--- src/rtl/vc_assoc_cache.sv ---
// Fully-associative victim cache between L2 and physical memory.
// Exclusive of L2: read hits are handed back and invalidated here.
module vc_assoc_cache #(
    parameter int ENTRIES     = 4,
    parameter int LINE_BITS   = 256,
    parameter int ADDR_BITS   = 16,
    parameter int OFFSET_BITS = 5
) (
    input  logic                 clk,
    input  logic                 rst,
    input  logic                 l2_read,
    input  logic                 l2_write,
    input  logic [ADDR_BITS-1:0] l2_address,
    input  logic [LINE_BITS-1:0] l2_wdata,
    input  logic                 l2_wdirty,
    output logic [LINE_BITS-1:0] l2_rdata,
    output logic                 l2_rdirty,
    output logic                 l2_resp,
    output logic                 pmem_read,
    output logic                 pmem_write,
    output logic [ADDR_BITS-1:0] pmem_address,
    output logic [LINE_BITS-1:0] pmem_wdata,
    input  logic [LINE_BITS-1:0] pmem_rdata,
    input  logic                 pmem_resp
);

    localparam int IW = $clog2(ENTRIES);
    localparam int TW = ADDR_BITS - OFFSET_BITS;

    typedef enum logic [2:0] {
        IDLE,
        RD_HIT,
        RD_MISS,
        WB,
        INSTALL
    } state_t;

    state_t               state;
    logic [TW-1:0]        tags  [ENTRIES];
    logic [LINE_BITS-1:0] lines [ENTRIES];
    logic [IW-1:0]        age   [ENTRIES];
    logic [ENTRIES-1:0]   valid;
    logic [ENTRIES-1:0]   dirty;

    logic [TW-1:0]        req_tag;
    logic [IW-1:0]        req_idx;
    logic [LINE_BITS-1:0] req_data;
    logic                 req_dirty;
    logic [TW-1:0]        wb_tag;
    logic [LINE_BITS-1:0] wb_data;

    logic [TW-1:0] l2_tag;
    logic          hit;
    logic          full;
    logic [IW-1:0] hit_idx;
    logic [IW-1:0] free_idx;
    logic [IW-1:0] lru_idx;
    logic [IW-1:0] lru_age;
    logic          lru_found;

    assign l2_tag = l2_address[ADDR_BITS-1:OFFSET_BITS];

    always_comb begin
        hit       = 1'b0;
        full      = 1'b1;
        hit_idx   = '0;
        free_idx  = '0;
        lru_idx   = '0;
        lru_age   = '0;
        lru_found = 1'b0;
        // Descending scan so the lowest free index wins
        for (int i = ENTRIES - 1; i >= 0; i--) begin
            if (!valid[i]) begin
                full     = 1'b0;
                free_idx = IW'(i);
            end
        end
        for (int i = 0; i < ENTRIES; i++) begin
            if (valid[i] && tags[i] == l2_tag) begin
                hit     = 1'b1;
                hit_idx = IW'(i);
            end
            if (valid[i] && (!lru_found || age[i] > lru_age)) begin
                lru_found = 1'b1;
                lru_idx   = IW'(i);
                lru_age   = age[i];
            end
        end
    end

    always_ff @(posedge clk or posedge rst) begin
        if (rst) begin
            state     <= IDLE;
            valid     <= '0;
            dirty     <= '0;
            req_tag   <= '0;
            req_idx   <= '0;
            req_data  <= '0;
            req_dirty <= 1'b0;
            wb_tag    <= '0;
            wb_data   <= '0;
            for (int j = 0; j < ENTRIES; j++) begin
                age[j] <= IW'(j);
            end
        end else begin
            unique case (state)
                IDLE: begin
                    if (l2_write) begin
                        req_tag  <= l2_tag;
                        req_data <= l2_wdata;
                        state    <= INSTALL;
                        if (hit) begin
                            req_idx   <= hit_idx;
                            req_dirty <= dirty[hit_idx] | l2_wdirty;
                        end else if (!full) begin
                            req_idx   <= free_idx;
                            req_dirty <= l2_wdirty;
                        end else begin
                            req_idx   <= lru_idx;
                            req_dirty <= l2_wdirty;
                            if (dirty[lru_idx]) begin
                                wb_tag  <= tags[lru_idx];
                                wb_data <= lines[lru_idx];
                                state   <= WB;
                            end
                        end
                    end else if (l2_read) begin
                        req_tag <= l2_tag;
                        req_idx <= hit_idx;
                        state   <= hit ? RD_HIT : RD_MISS;
                    end
                end
                RD_HIT: begin
                    valid[req_idx] <= 1'b0;
                    dirty[req_idx] <= 1'b0;
                    state          <= IDLE;
                end
                RD_MISS: begin
                    if (pmem_resp) state <= IDLE;
                end
                WB: begin
                    if (pmem_resp) state <= INSTALL;
                end
                INSTALL: begin
                    valid[req_idx] <= 1'b1;
                    dirty[req_idx] <= req_dirty;
                    for (int j = 0; j < ENTRIES; j++) begin
                        if (valid[j] && IW'(j) != req_idx
                            && age[j] < age[req_idx]) begin
                            age[j] <= age[j] + 1'b1;
                        end
                    end
                    age[req_idx] <= '0;
                    state        <= IDLE;
                end
                default: state <= IDLE;
            endcase
        end
    end

    // Line payload needs no reset: valid bits gate every use
    always_ff @(posedge clk) begin
        if (state == INSTALL) begin
            tags[req_idx]  <= req_tag;
            lines[req_idx] <= req_data;
        end
    end

    always_comb begin
        l2_rdata     = '0;
        l2_rdirty    = 1'b0;
        l2_resp      = 1'b0;
        pmem_read    = 1'b0;
        pmem_write   = 1'b0;
        pmem_address = '0;
        pmem_wdata   = '0;
        unique case (state)
            RD_HIT: begin
                l2_rdata  = lines[req_idx];
                l2_rdirty = dirty[req_idx];
                l2_resp   = 1'b1;
            end
            RD_MISS: begin
                pmem_read    = 1'b1;
                pmem_address = {req_tag, {OFFSET_BITS{1'b0}}};
                l2_rdata     = pmem_rdata;
                l2_resp      = pmem_resp;
            end
            WB: begin
                pmem_write   = 1'b1;
                pmem_address = {wb_tag, {OFFSET_BITS{1'b0}}};
                pmem_wdata   = wb_data;
            end
            INSTALL: l2_resp = 1'b1;
            default: ;
        endcase
    end

endmodule

--- config.mk ---
export PLATFORM = sky130hd
export DESIGN_NAME = vc_assoc_cache
export DESIGN_NICKNAME = d
export VERILOG_FILES = /design/src/rtl/vc_assoc_cache.sv
export SDC_FILE = /design/constraint.sdc
export NUM_CORES = 2
export LEC_CHECK = 0
export BUFFER_PORTS_ARGS = -buffer_cell sky130_fd_sc_hd__buf_2
export CAP_MARGIN = 5
export CORE_AREA = 2 2 416 418
export DETAILED_ROUTE_END_ITERATION = 8
export DIE_AREA = 0 0 418 420
export GPL_ROUTABILITY_DRIVEN = 0
export GPL_TIMING_DRIVEN = 0
export PLACE_DENSITY = 0.7
export SYNTH_ARGS = -nofsm -noshare
export SYNTH_HDL_FRONTEND = slang
export SYNTH_SLANG_ARGS = --single-unit
--- constraint.sdc ---
create_clock -name clk -period 23.2 [get_ports clk]
set_input_delay 3.48 -clock clk [delete_from_list [all_inputs] [get_ports clk]]
set_output_delay 3.48 -clock clk [all_outputs]
set_load 0.02 [all_outputs]
**After elaboration in Yosys (flattened, before gate mapping)**

Memories as Yosys holds them, arrays and structs flattened. A register that Yosys moved wholly into a read port is not among the register bits.
Index checks and enable logic that the tools add are counted.

- Word-level logic and storage cells: 158
- Flip-flop bits (word level): 289
- Bits in writable memories: 1068
- Memories: 2

Memories:

| memory | depth | width | rd ports | clocked after memory_dff | write ports | RTL line | text |
|---|---|---|---|---|---|---|---|
| lines | 4 | 256 | 2 | 1 | 1 | 40 | `logic [LINE_BITS-1:0] lines [ENTRIES];` |
| tags | 4 | 11 | 5 | 1 | 1 | 39 | `logic [TW-1:0] tags [ENTRIES];` |

- Muxes and demuxes: 73
- Reduce and logical (&&, ||, !) cells: 32
- Order comparisons: 13
- Eq/ne operators: 14
- Add/subtract/negate cells: 4
- Bitwise operators: 9

Operators with widths:

| cell | number |
|---|---|
| $pmux 256 s2 | 1 |
| $mux 256 | 1 |
| $mux 2 | 27 |
| $eq 11x11->1 | 4 |
| $pmux 16 s2 | 1 |
| $mux 1 | 23 |
| $mux 11 | 2 |
| $mux 3 | 7 |
| $logic_and 1x1->1 | 17 |
| $pmux 4 s2 | 2 |
| $lt 2x3->1 const B | 3 |
| $pmux 3 s3 | 1 |
| $add 2x1->2 const B | 4 |
| $and 4x4->4 | 2 |
| $and 8x8->8 | 1 |
| $lt 2x2->1 | 4 |
| $not 8->8 | 1 |
| $bmux 1 s2 | 3 |
| $eq 3x2->1 const B | 2 |
| $gt 2x2->1 | 3 |
| $reduce_bool 2->1 | 3 |
| $reduce_and 5->1 | 1 |
| $bmux 2 s2 | 1 |
| $bwmux 4 | 1 |
| 23 further kinds | 30 |

**Logic depth before layout (Yosys ltp)**

- Word-level depth: 20
- Gate-level depth with buffers: 27

**Worst setup path before layout**

OpenSTA, ideal clock, no wires.

- Kind: flip-flop to flip-flop
- Start point: reg req_idx[1]
- End point: reg dirty[0]
- Path slack: 2201 ps
- Buffers on the path: 3
- Library setup time: 135 ps
- Clock period less this slack: 20999 ps
- Cell stages (with the launch flop): 6
- Arrival: 20864 ps
- Cells stage by stage: dfrtp_1 > clkbuf_1 > clkbuf_1 > buf_1 > nor3_1 > a22o_1

- Word-level cells in the longest chain between the ends: 7
- Elaborated cells on any way between the ends: 9

RTL lines:

| item | RTL line | text |
|---|---|---|
| from (decl) | 46 | `logic [IW-1:0] req_idx;` |
| from (signal assigned) | 113 | `req_idx <= hit_idx;` |
| from (signal assigned) | 116 | `req_idx <= free_idx;` |
| from (signal assigned) | 119 | `req_idx <= lru_idx;` |
| $lt 2x3->1 (not written as such) or $ge 2x1->1 (tied branches) | 135, 146 |  |
| $logic_and 1x1->1 (not written as such) | 135, 146 |  |
| $mux 1 (not written as such) | 135, 146 |  |
| $demux 1 s2 (*) | 135, 146 |  |
| $not 4->4 (no line) | - |  |
| $and 4x4->4 (no line) | - |  |
| $pmux 4 s2 (*) | 106 | `unique case (state)` |
| to (signal, indexed assignment) | 146 | `dirty[req_idx] <= req_dirty;` |
| to (decl) | 43 | `logic [ENTRIES-1:0] dirty;` |

Every way passes the cells marked *; elsewhere a longest branch is shown, timed or not.
A chain may end at the register's enable or synchronous reset.

==> flow_summary.json <==
{
  "h-tree-depth": 4,
  "die_w_um": 418,
  "dp_cells": 8572,
  "hold_path_class": "flip-flop to flip-flop",
  "crit_required_ns": 23.91,
  "final_max_slew_viol_count": 0,
  "port_buffers": 1044,
  "irDropWorstVdd_v": 0.0000704,
  "final_common_cell": "buf_2",
  "setup_viol": 0,
  "power-per-cell-area_nw_per_um2": 131,
  "p_leak_nw": 35.3,
  "fmaxAchievable_mhz": 117,
  "ios": 1066,
  "hold_slack_ns": 0.479,
  "cts_num_sinks": 1624,
  "drt_iter0_drc": 5763,
  "nFillCells": 14300,
  "synth-edff-count": 1068,
  "relSlewSlack_pct": 10.5,
  "grt_overflow": 0,
  "synth_area_per_cell_sq_um": 13.9,
  "cts_buffer_depth": 3,
  "drive_gt1_share_pct": 27.5,
  "crit_buf_inv": 7,
  "dp_hpwl_um": 185000,
  "dieHeight_um": 420,
  "post_drt_wl_per_cell_um": 28.7,
  "reg2regPathDepth": 26,
  "hold_depth": 1,
  "yosysSeqAreaShare_pct": 63.6,
  "multi_input_area_sq_um": 24400,
  "ys_ff_latch": 1624,
  "syn-cell-area_sq_um": 72300,
  "async_flop_share_pct": 34.2,
  "period_needed_ns": 8.54,
  "cts_hold_repair.buffers": 0,
  "worstPathMaxFanout": 10,
  "skew_ns": 0.0451,
  "cts_tree": "yes",
  "clkTransAtPathRegs_ns": 0.06,
  "finalNetCount": 7054,
  "fin_crit_sh_pct": 36.8,
  "rsz0062_at_grt": "false",
  "worstSetupPathType": "flip-flop to flip-flop",
  "startpoint_type": "flip-flop",
  "post-cts-setup-buffers": 0,
  "numCtsBuffers": 167,
  "dr.pass1.iters": 8,
  "most-common-layout-cells": "1,089 x buf_2, 1,068 x edfxtp_1, 1,062 x nand2_1",
  "r2r_end": "wb_tag[7]",
  "syn_to_final_growth_pct": 21.4,
  "wirelength_um": 256000,
  "hold_viol": 0,
  "synthesis.instances": 5198,
  "endpoint_kind": "flip-flop",
  "root_buffer": "clkbuf_16",
  "critPathTopFamily": "buffers and inverters",
  "cpMaxStageDelayCell": "clkbuf_1",
  "vias_per_cell": 5.91,
  "drv_cap": 0,
  "outcome": "complete, no violations",
  "initial_core_util_pct": 42.3,
  "hold_start": "wb_data[246]",
  "seq_area_sq_um": 46000,
  "first_global_vias": 51700,
  "cts_resized": 0,
  "min_to": "wb_data[246]",
  "synthFlopType": "edfxtp_1",
  "slowest_delay_ns": 0.81,
  "instances_no_fill": 8903,
  "rrSetupSlack_ns": 14.66,
  "yosysUniqueCellTypes": 54,
  "grt_max_degree": 120,
  "grt_pass1_wl_um": 359000,
  "clock_latency_ns": 0.80,
  "tightest_slew_ns": 1.34,
  "antenna_found_initial": 35,
  "ys_warn_count": 0,
  "fin_total_pwr_mw": 11.5,
  "vias": 52600,
  "num_rows": 152,
  "grt.total_usage_pct": 28.4,
  "die_area_sq_um": 176000,
  "core-area_sq_um": 171000,
  "crit_arrival_ns": 9.24,
  "drc": 0,
  "ant_nets": 0
}
area by class of cell:
| cell class | count | share of cell area [%] |
|---|---|---|
| Clock inverter | 79 | 1.07 |
| Timing Repair Buffer | 1139 | 7.87 |
| Clock buffer | 234 | 5.36 |
| Sequential cell | 1624 | 52.4 |
| Buffer | 433 | 2.23 |
| Antenna cell | 16 | 0.0456 |
| Tap cell | 2233 | 3.18 |
| Multi-Input combinational cell | 3135 | 27.8 |
| Inverter | 10 | 0.0513 |
flip-flops by register name, summed over array words and instances (netlist names), named ones only:
register and cells:
lines 1024, req_data 256, wb_data 256, tags 44, req_tag 11, wb_tag 11, age 8, dirty 4
state 3, req_idx 2, req_dirty 1
worst reg2reg max path: cells and delay by family (launching register included):
kind	cells	cell delay, ns
and+or+nand+nor	8	1.16
buffers and inverters	7	4.23
muxes	1	0.18
DFF	1	0.43
AOI/OAI and AO/OA	7	1.59
adders and majority gates	3	0.88
how the worst max path moves through the flow:
stage,startpoint,end,slack [ns],depth (start not counted)
floorplan,req_idx[1],dirty[0],2.20,5
global placement,req_idx[0],dirty[0],-18.42,5
detailed placement,flip-flop,wb_data[59],14.45,26
CTS,flip-flop,wb_data[75],14.37,26
global route,flip-flop,wb_tag[7],14.19,26
finish,flip-flop,wb_tag[7],14.66,26
metal layers:
metal | GRT usage (%) | share of wire, %
met1 | 34.8 | 36
met2 | 46.5 | 49
met3 | 5.75 | 8.6
met4 | 16.8 | 6.4
met5 | 0.472 | 0.082
cells in the mapped netlist (all sizes together), types with 3 or more instances:
master / n / share of area, %
edfxtp: 1068 / 44
nand2: 1062 / 5.5
dfrtp: 552 / 19
clkbuf: 312 / 1.6
mux2: 279 / 4.3
mux2i: 278 / 3.8
o211ai: 272 / 2.8
nand3: 271 / 1.9
a22o: 260 / 3.1
mux4: 258 / 8.0
and3: 257 / 2.2
buf: 121 / 1.0
xnor2: 44 / 0.53
nor2: 33 / 0.17
o21ai: 16 / 0.11
a21oi: 11 / 0.076
nand4: 11 / 0.095
ha: 10 / 0.17
inv: 10 / 0.052
nor3: 9 / 0.078
nor2b: 8 / 0.069
nand2b: 6 / 0.052
a32o: 4 / 0.055
dfstp: 4 / 0.15
o21a: 4 / 0.042
and2: 3 / 0.026
nand3b: 3 / 0.031
nand4b: 3 / 0.036
nor4: 3 / 0.026
per-stage QoR:
stage	worst slack, ns	utilization (%)	TNS [ns]	area, sq um
6_report	14.66	51.4	0	87800
5_1_grt	14.19	51.4	0	87800
4_1_cts	14.37	51.3	0	87700
3_5_place_dp	14.45	48.0	0	82100
3_3_place_gp	-18.42	47.0	-9198.39	80400
2_1_floorplan	2.20	-	0	72400
cells by family after synthesis:
logic type	count (synthesis)	share of synthesized area, %
DFF	1624	63.6
AOI/OAI and AO/OA	585	6.50
xor gates and xnor gates	44	0.533
other	1	0.00518
adders and majority gates	10	0.173
and+or+nand+nor	1676	10.3
muxes	815	16.2
buffers and inverters	443	2.71
power breakdown:
group	switching (mW)	internal [mW]	total (mW)
Clock	1.17	1.59	2.76
Combinational	2.58	1.53	4.11
Sequential	0.534	4.10	4.63
(Power assumes the default switching activity.)
